==> src/rtl/coin_game_pkg.sv <==
// Shared types and constants for the coin-catch game controller and its end-screen ROM.
package coin_game_pkg;

    typedef enum logic [1:0] {
        IDLE = 2'd0,
        PLAY = 2'd1,
        WIN  = 2'd2,
        LOSE = 2'd3
    } game_state_t;

    localparam int PLATE_W = 3;

    // Scan slot is {layer, col}; in PLAY it visits plate, green, red layers of 8 columns each.
    localparam logic [1:0] LAYER_PLATE = 2'd0;
    localparam logic [1:0] LAYER_GREEN = 2'd1;
    localparam logic [1:0] LAYER_RED   = 2'd2;
    localparam logic [4:0] SCAN_LAST   = 5'd23;

    // Active-low row patterns indexed by column ([7] listed first).
    localparam logic [7:0][7:0] WIN_DIAMOND = {
        8'hE7, 8'hC3, 8'h81, 8'h00, 8'h00, 8'h81, 8'hC3, 8'hE7
    };
    localparam logic [7:0][7:0] LOSE_X = {
        8'h7E, 8'hBD, 8'hDB, 8'hE7, 8'hE7, 8'hDB, 8'hBD, 8'h7E
    };

    // True when column col lies under a plate whose leftmost column is left.
    function automatic logic in_plate(input logic [2:0] col, input logic [2:0] left);
        logic [3:0] right;
        right = {1'b0, left} + 4'(PLATE_W - 1);
        return ({1'b0, col} >= {1'b0, left}) && ({1'b0, col} <= right);
    endfunction

endpackage

==> src/rtl/end_screen_rom.sv <==
// Maps (game state, column) to the WIN diamond and LOSE cross; other states give a blank column.
module end_screen_rom
    import coin_game_pkg::*;
(
    input  game_state_t game_state,
    input  logic [2:0]  col,
    output logic [7:0]  data_r,
    output logic [7:0]  data_g,
    output logic [7:0]  data_b
);

    always_comb begin
        data_r = 8'hFF;
        data_g = 8'hFF;
        data_b = 8'hFF;
        case (game_state)
            WIN:     data_b = WIN_DIAMOND[col];
            LOSE:    data_r = LOSE_X[col];
            default: ;
        endcase
    end

endmodule

==> src/rtl/coin_game_ctrl.sv <==
// Coin-catch game controller: play FSM, scoring, respawn requests and a registered
// column scan of the 8x8 RGB matrix (outputs load from the current slot on scan_tick).
module coin_game_ctrl
    import coin_game_pkg::*;
#(
    parameter int WIN_SCORE = 20,
    parameter int GREEN_PTS = 1,
    parameter int RED_PTS   = 2
) (
    input  logic       CLK,
    input  logic       Clear,
    input  logic       start,
    input  logic       scan_tick,
    input  logic       fall_tick,
    input  logic [2:0] plate_x,
    input  logic       green_vld,
    input  logic [2:0] green_col,
    input  logic [7:0] green_pos,
    input  logic       red_vld,
    input  logic [2:0] red_col,
    input  logic [7:0] red_pos,
    output logic [7:0] DATA_R,
    output logic [7:0] DATA_G,
    output logic [7:0] DATA_B,
    output logic [2:0] S,
    output logic       COMM,
    output logic [4:0] score,
    output logic [1:0] state,
    output logic       green_respawn,
    output logic       red_respawn
);

    game_state_t game_q, game_d;
    logic [4:0]  score_q, score_d;
    logic [4:0]  scan_q, scan_d;
    logic [7:0]  data_r_q, data_g_q, data_b_q;
    logic [7:0]  data_r_d, data_g_d, data_b_d;
    logic [2:0]  s_q, s_d;
    logic        green_resp_q, green_resp_d;
    logic        red_resp_q, red_resp_d;

    logic [1:0]  layer;
    logic [2:0]  col;
    logic [7:0]  end_r, end_g, end_b;
    logic [7:0]  frame_r, frame_g, frame_b;
    logic [2:0]  frame_s;

    logic        green_land, red_land;
    logic        green_catch, red_catch, green_miss, red_miss;
    logic [5:0]  sum;

    assign layer = scan_q[4:3];
    assign col   = scan_q[2:0];

    // A coin is judged only when it has reached the plate row.
    assign green_land  = green_vld && (green_pos == 8'h80);
    assign red_land    = red_vld && (red_pos == 8'h80);
    assign green_catch = green_land && in_plate(green_col, plate_x);
    assign red_catch   = red_land && in_plate(red_col, plate_x);
    assign green_miss  = green_land && !in_plate(green_col, plate_x);
    assign red_miss    = red_land && !in_plate(red_col, plate_x);

    assign sum = {1'b0, score_q}
               + (green_catch ? 6'(GREEN_PTS) : 6'd0)
               + (red_catch   ? 6'(RED_PTS)   : 6'd0);

    end_screen_rom u_end_screen_rom (
        .game_state (game_q),
        .col        (col),
        .data_r     (end_r),
        .data_g     (end_g),
        .data_b     (end_b)
    );

    // Column image for the slot currently held in the scan counter.
    always_comb begin
        frame_r = 8'hFF;
        frame_g = 8'hFF;
        frame_b = 8'hFF;
        frame_s = 3'd0;
        case (game_q)
            PLAY: begin
                frame_s = col;
                case (layer)
                    LAYER_PLATE: if (in_plate(col, plate_x)) frame_b = 8'h7F;
                    LAYER_GREEN: if (green_vld && col == green_col) frame_g = ~green_pos;
                    LAYER_RED:   if (red_vld && col == red_col) frame_r = ~red_pos;
                    default:     ;
                endcase
            end
            WIN, LOSE: begin
                frame_s = col;
                frame_r = end_r;
                frame_g = end_g;
                frame_b = end_b;
            end
            default: ;
        endcase
    end

    always_comb begin
        // NOTE: every signal gets a default before any branch, so no path can infer a latch.
        game_d       = game_q;
        score_d      = score_q;
        scan_d       = scan_q;
        green_resp_d = 1'b0;
        red_resp_d   = 1'b0;
        data_r_d     = data_r_q;
        data_g_d     = data_g_q;
        data_b_d     = data_b_q;
        s_d          = s_q;

        if (scan_tick) begin
            data_r_d = frame_r;
            data_g_d = frame_g;
            data_b_d = frame_b;
            s_d      = frame_s;
        end

        case (game_q)
            IDLE: begin
                scan_d = 5'd0;
                if (start) begin
                    game_d  = PLAY;
                    score_d = 5'd0;
                end
            end
            PLAY: begin
                if (scan_tick) scan_d = (scan_q == SCAN_LAST) ? 5'd0 : scan_q + 5'd1;
                if (fall_tick) begin
                    // A miss wins over any simultaneous catch: no points, no respawn.
                    if (green_miss || red_miss) begin
                        game_d = LOSE;
                    end else if (green_catch || red_catch) begin
                        green_resp_d = green_catch;
                        red_resp_d   = red_catch;
                        if (sum >= 6'(WIN_SCORE)) begin
                            score_d = 5'(WIN_SCORE);
                            game_d  = WIN;
                        end else begin
                            score_d = sum[4:0];
                        end
                    end
                end
            end
            WIN, LOSE: begin
                if (scan_tick) scan_d = {2'b00, col + 3'd1};
                if (start) begin
                    game_d  = PLAY;
                    score_d = 5'd0;
                    scan_d  = 5'd0;
                end
            end
            default: game_d = IDLE;
        endcase
    end

    always_ff @(posedge CLK) begin
        // NOTE: sequential state uses non-blocking assignments so all registers update together.
        if (Clear) begin
            game_q       <= IDLE;
            score_q      <= 5'd0;
            scan_q       <= 5'd0;
            data_r_q     <= 8'hFF;
            data_g_q     <= 8'hFF;
            data_b_q     <= 8'hFF;
            s_q          <= 3'd0;
            green_resp_q <= 1'b0;
            red_resp_q   <= 1'b0;
        end else begin
            game_q       <= game_d;
            score_q      <= score_d;
            scan_q       <= scan_d;
            data_r_q     <= data_r_d;
            data_g_q     <= data_g_d;
            data_b_q     <= data_b_d;
            s_q          <= s_d;
            green_resp_q <= green_resp_d;
            red_resp_q   <= red_resp_d;
        end
    end

    assign DATA_R        = data_r_q;
    assign DATA_G        = data_g_q;
    assign DATA_B        = data_b_q;
    assign S             = s_q;
    assign COMM          = 1'b1;
    assign score         = score_q;
    assign state         = game_q;
    assign green_respawn = green_resp_q;
    assign red_respawn   = red_resp_q;

endmodule

==> config.mk <==
export PLATFORM = sky130hd
export DESIGN_NAME = coin_game_ctrl
export DESIGN_NICKNAME = d
export VERILOG_FILES = /design/src/rtl/coin_game_pkg.sv /design/src/rtl/end_screen_rom.sv /design/src/rtl/coin_game_ctrl.sv
export SDC_FILE = /design/constraint.sdc
export NUM_CORES = 1
export LEC_CHECK = 0
export ABC_AREA = 1
export BUFFER_PORTS_ARGS = -buffer_cell sky130_fd_sc_hd__buf_4
export CORE_AREA = 2 2 99 101
export DETAILED_ROUTE_END_ITERATION = 8
export DIE_AREA = 0 0 101 103
export PLACE_DENSITY = 0.5
export SLEW_MARGIN = 40
export SYNTH_ARGS = -nofsm -noshare
export SYNTH_HDL_FRONTEND = slang
export SYNTH_SLANG_ARGS = --single-unit
export TNS_END_PERCENT = 30
==> constraint.sdc <==
create_clock -name CLK -period 6.3 [get_ports CLK]
set_input_delay 0.63 -clock CLK [delete_from_list [all_inputs] [get_ports CLK]]
set_output_delay 0.63 -clock CLK [all_outputs]
set_load 0.01 [all_outputs]
Yosys cells after proc, flatten, opt, wreduce, memory -nomap -nowiden. Memory sizes are Yosys's and may differ from the RTL's. A register that Yosys moved wholly into a read port is not among the register bits. Index checks and enable logic that the tools add are counted. W data, S select, Z words.

Add/sub/neg operators: 5. Magnitude comparators: 8. Equal/unequal tests: 18. Multiplexer cells: 37. Bitwise gates (word level): 5. Reduce and logical (&&, ||, !) cells: 24.

Operators by type and width (number): $mux W8 (11); $mux W5 (9); $pmux W8 S2 (2); $eq A8 B8 Y1 const B (2); $not A8 Y8 (2); $mux W3 (5); $pmux W5 S3 (1); $le A3 B4 Y1 (3); $mux W2 (6); $logic_and A1 B1 Y1 (11); $pmux W5 S2 (1); $ge A3 B3 Y1 (3); $ne A3 B3 Y1 const B (3); $ne A2 B2 Y1 const B (4); $reduce_and A4 Y1 (2); $add A5 B1 Y6 (1); $add A6 B2 Y6 (1); $eq A2 B2 Y1 const B (3); $eq A3 B3 Y1 (2); $ge A6 B5 Y1 const B (1); $reduce_or A3 Y1 (2); $add A5 B1 Y5 const B (1); $eq A5 B5 Y1 const B (1); $reduce_or A5 Y1 (1); 13 further kinds (19).

Register bits: 41. Memory bits (read-only): 128. Input port bits: 32. Output and inout bits: 37. Logic and storage cells: 108. Memories kept: 2.

Memories: (name not given) (depth 8, width 8, rd ports 1, clocked after memory_dff 1, write ports 0, RTL line end_screen_rom.sv:17) `WIN: data_b = WIN_DIAMOND[col];`; (name not given) (depth 8, width 8, rd ports 1, clocked after memory_dff 1, write ports 0, RTL line end_screen_rom.sv:18) `LOSE: data_r = LOSE_X[col];`.

Depth between registers and ports, before layout.
Depth after elaboration: 13. Mapped depth: 22. Mapped depth without buffers: 22.

Hierarchy. A second synthesis with hierarchy kept.

Cells, all modules: 405. Area, all modules: 2790.2 µm².

Modules (own cells, without submodules): coin_game_ctrl (instances 1, cells an instance 358, area an instance 2537.4 µm², sequential area each 820.8 µm²); end_screen_rom (instances 1, cells an instance 47, area an instance 252.7 µm², sequential area each 0.0 µm²).

Worst setup path after synthesis. Ideal clock, no wire load.

Kind: in2reg. From: input port plate_x[1]. To: register score_q[2] (netlist: score[2]). Library setup time: 0.132 ns. Data arrival time: 2.965 ns. Required time: 6.168 ns. Setup slack: 3.203 ns. Cell stages on the path: 16. Path buffers: 0. Cell sequence: inv_1 > ha_1 > nand2_1 > o211ai_1 > nand3_1 > inv_1 > ha_1 > inv_1 > fa_1 > nor2_1 > nand2_1 > o21ai_0 > a21oi_1 > or2_2 > nand2_1 > a21oi_1.

Word-level cells in the longest chain between the ends: 13. Elaborated cells between the ends (all ways): 28. Classes of those cells: add/sub: 3; order compare: 5; eq/ne: 2; mux: 7; reduce/logical: 11.

RTL lines: start: declaration (RTL line coin_game_ctrl.sv:15) `input logic [2:0] plate_x,`; $add A3 B2 Y4 (RTL line coin_game_pkg.sv:30) `right = {1'b0, left} + 4'(PLATE_W - 1);`; $le A3 B4 Y1 (RTL line coin_game_pkg.sv:31) `return ({1'b0, col} >= {1'b0, left}) && ({1'b0, col} <= right);`; $logic_and A1 B1 Y1 * (RTL line coin_game_pkg.sv:31); $logic_and A1 B1 Y1 * (RTL line coin_game_ctrl.sv:58) `assign green_catch = green_land && in_plate(green_col, plate_x);`; via green_catch (RTL line coin_game_ctrl.sv:49) `logic green_catch, red_catch, green_miss, red_miss;`; $mux W1 (RTL line coin_game_ctrl.sv:64) `+ (green_catch ? 6'(GREEN_PTS) : 6'd0)`; $add A5 B1 Y6 (RTL line coin_game_ctrl.sv:64); $add A6 B2 Y6 (RTL line coin_game_ctrl.sv:65) `+ (red_catch ? 6'(RED_PTS) : 6'd0);`; $ge A6 B5 Y1 (RTL line coin_game_ctrl.sv:137) `if (sum >= 6'(WIN_SCORE)) begin`; $mux W5 (RTL line coin_game_ctrl.sv:137); $mux W5 (RTL line coin_game_ctrl.sv:134) `end else if (green_catch || red_catch) begin`; $mux W5 (RTL line coin_game_ctrl.sv:132) `if (green_miss || red_miss) begin`; $mux W5 (RTL line coin_game_ctrl.sv:130) `if (fall_tick) begin`; $pmux W5 S2 (RTL line coin_game_ctrl.sv:120) `case (game_q)`; end signal: assignment (RTL line coin_game_ctrl.sv:172) `score_q <= score_d;`; end: declaration (RTL line coin_game_ctrl.sv:34) `logic [4:0] score_q, score_d;`.

Mark *: on every way through the listed nets, which the timed path passes. The rest lies on a longest branch. The select of a mux whose other input is x is not followed. A chain may end at the register's enable or synchronous reset.

Worst setup path after layout.
From: input port plate_x[1]. To: register game_q[0] (netlist: state[0]).

Word-level cells in the longest chain between the ends: 10. Elaborated cells between the ends (all ways): 26. Classes of those cells: add/sub: 3; order compare: 5; eq/ne: 2; mux: 5; reduce/logical: 11.

RTL lines: $add A3 B2 Y4 (RTL line coin_game_pkg.sv:30); $le A3 B4 Y1 (RTL line coin_game_pkg.sv:31); $logic_and A1 B1 Y1 * (RTL line coin_game_pkg.sv:31); $logic_and A1 B1 Y1 * (RTL line coin_game_ctrl.sv:58); via green_catch (RTL line coin_game_ctrl.sv:49); $mux W1 (RTL line coin_game_ctrl.sv:64); $add A5 B1 Y6 (RTL line coin_game_ctrl.sv:64); $add A6 B2 Y6 (RTL line coin_game_ctrl.sv:65); $ge A6 B5 Y1 (RTL line coin_game_ctrl.sv:137); $ne A3 B3 Y1 (no line); $reduce_and A4 Y1 (no line) *; end signal: assignment (RTL line coin_game_ctrl.sv:171) `game_q <= game_d;`; end: declaration (RTL line coin_game_ctrl.sv:33) `game_state_t game_q, game_d;`.

Marks and branches as above.

==> impl_metrics.tcl <==
set metrics [dict create \
    cp_max_fo 5 \
    htree_levels 2 \
    ant_nets 0 \
    overflow 0 \
    whs_path_depth 2 \
    port_buffers 67 \
    cp_common_cell "nand2_1" \
    dieArea_sq_mm 0.0104 \
    num-nets-final 516 \
    die_y_microns 103 \
    gr-usage-all-layers_pct 14.9 \
    synth_area_sq_mm 0.00273 \
    period_share_pct 50.9 \
    dpl-instance-area_sq_mm 0.00331 \
    dr.pass1.iters 4 \
    ff2ff_setup_slack_ps 4200 \
    hold_viol_final 0 \
    ctsHoldBuffers 0 \
    dp_hpwl_microns 5910 \
    max_slew.worst_pin.slew_ps 619 \
    synth_compound_area_share_pct 16.1 \
    area_growth_pct 24.4 \
    wl_microns 7580 \
    ys.warnings.count 0 \
    ys_ff_latch 44 \
    io_pins 69 \
    path_cells "buf_4, inv_1, ha_1, nand2_1, o211ai_1, nand3_1, inv_1, ha_1, inv_1, fa_1, nor2_1, nand2_1, nand2_1, o21ai_0, a21oi_1, nand2_1, nand2_1, nand2_1, nand2_1, a21oi_1" \
    numCtsBuffers 5 \
    gp_congestion 0.859 \
    antenna_found_initial 0 \
    p_leak_nw 1.55 \
    crit_required_ps 6490 \
    syn_area_per_cell_sq_um 6.73 \
    num_rows 36 \
    crit_path_start "plate_x[1]" \
    r2r_cells 13 \
    synthXorXnorAreaFrac_pct 1.60 \
    grt_pass1_vias 2702 \
    crit_type "in2reg" \
    coreArea_sq_mm 0.00946 \
    dp_cells 574 \
    cts_sinks 44 \
    grt_max_degree 28 \
    synth-simple-area-share_pct 31.7 \
    final_common_cell "nand2_1" \
    crit_buf_inv 4 \
    viasPerCell 4.70 \
    nFillCells 1050 \
    synth.distinct_cells 40 \
    syn-instance-count 406 \
    hold_path.class "reg2reg" \
    num_vias 2737 \
    cap_violations 0 \
    wl_per_cell_microns 13.0 \
    arrival_ps 3400 \
    fmax_mhz 312 \
    final_cells 582 \
    setup_viol 0 \
    synth_adder_area_share_pct 8.06 \
    cp_slowest_stage_delay_ps 390 \
    peakVddDrop_v 0.0000846 \
    antenna_cells 0 \
    powerDensity_mw_per_mm2 184 \
    clockRootBuffer "clkbuf_8" \
    drt-initial-drc-count 92 \
    min_period_ps 3210 \
    cts_tree "built" \
    crit_family "adder cells" \
    synth_fp_nets 455 \
    crit_path_end_kind "flip-flop" \
    clkLatencyLatePin_ps 300 \
    synth_top_family_by_area "simple AND/OR/NAND/NOR gates" \
    yosysSeqAreaShare_pct 32.2 \
    drv_slew 0 \
    clk_pin_slew_ps 90 \
    r2r-start "score[0]" \
    drive_gt1_share_pct 20.9 \
    muxShareOfSynthArea_pct 0 \
    fin_setup_tns_ps 0 \
    cts-resized-gates 0 \
    run_status "finished clean" \
    mostFrequentLayoutCells "nand2_1, buf_4, dfxtp_1, inv_1, nor2_1" \
    max_slew_margin_pct 58.7 \
    grt_first_pass_wirelength_microns 12300 \
    start_util_pct 28.9 \
    path_depth 20 \
    crit_slowest_cell "fa_1" \
    drc 0 \
    cp-start-kind "input pin" \
    rsz0062_at_grt "false" \
    final_cell_area_sq_mm 0.00340 \
    skew_ps 5.48 \
    dieWidth_microns 101 \
    cts_setup_buffers 0 \
    clock_path_buffers 2 \
]
layer usage:
metal | vias to the layer above | global-route usage [%] | routed length, microns | part of all wire, %
met3 | 7 | 2.58 | 293 | 3.9
met2 | 53 | 27.1 | 3750 | 50
met1 | 1242 | 18.3 | 3450 | 45
met5 | - | 0 | 0 | 0
li1 | 1435 | - | - | -
met4 | 0 | 3.85 | 84 | 1.1
path summary, 6_finish.rpt:
check	to
max	state[0]
min	DATA_B[5]
max reg2reg	state[0]
min reg2reg	DATA_B[5]
layout make-up:
cell class	instances	area [sq um]	share of cell area, %
clock buffer	7	86.3	2.54
clock inverter	1	7.51	0.221
timing repair buffer	67	503	14.8
inverter	52	204	6.00
multi-input combinational	297	1580	46.3
tap	114	143	4.20
sequential	44	881	25.9
metrics by stage:
stage / setup slack [ps] / util [%] / hold slack [ps] / power (mW)
after global placement: 2860 / 34.9 / 444 / 0.438
final: 3090 / 35.9 / 459 / 0.624
after CTS: 3110 / 35.9 / 466 / 0.634
after floorplan: 3200 / - / 419 / 0.386
after global routing: 2750 / 35.9 / 487 / 0.659
after detailed placement: 2780 / 34.9 / 444 / 0.439
power breakdown:
part	switching [mW]	internal, mW
Clock	0.104	0.0894
Sequential	0.00729	0.286
Combinational	0.0845	0.0529
cell usage after synthesis:
cell type | count | area share, %
conb_1 | 1 | 0.14
o21ai_2 | 1 | 0.32
a21boi_4 | 1 | 0.69
nor3_1 | 10 | 1.8
nor2_8 | 1 | 0.73
o22ai_4 | 1 | 0.73
a221oi_1 | 1 | 0.32
buf_6 | 1 | 0.41
inv_4 | 3 | 0.69
a211oi_1 | 1 | 0.27
nor2_4 | 1 | 0.41
clkinv_2 | 1 | 0.18
nand3_1 | 21 | 3.8
nand2_4 | 1 | 0.41
fa_1 | 1 | 0.73
nor2_1 | 39 | 5.4
o21ai_1 | 2 | 0.37
o22ai_1 | 11 | 2.5
nor2_2 | 3 | 0.69
clkbuf_2 | 1 | 0.18
nand2_2 | 5 | 1.1
buf_4 | 4 | 1.1
nand4_1 | 7 | 1.6
clkinv_1 | 1 | 0.14
o21ai_0 | 19 | 3.5
nor3_2 | 1 | 0.37
clkbuf_1 | 6 | 0.82
a21oi_1 | 32 | 5.9
or2_2 | 1 | 0.23
xnor2_1 | 3 | 0.96
ha_1 | 16 | 7.3
o22ai_2 | 1 | 0.46
buf_1 | 1 | 0.14
xor2_1 | 2 | 0.64
nand2_1 | 110 | 15
o21bai_1 | 1 | 0.27
o211ai_1 | 3 | 0.82
inv_1 | 44 | 6.0
dfxtp_1 | 44 | 32
inv_2 | 3 | 0.41
cell families (layout without fill, tap and decap cells):
group                      count (synthesis)  count (layout)
other                                      1               1
xor gates and xnor gates                   5               5
and+or+nand+nor                          200             200
buffers and inverters                     65             127
adders and majority gates                 17              17
AOI/OAI and AO/OA                         74              74
DFF                                       44              44
tightest hold or removal path: stages, from the launching register on:
cell and delay, ps:
dfxtp_1 320, nand2_1 50, nand3_1 70
Power figures use the tool's default switching activity.
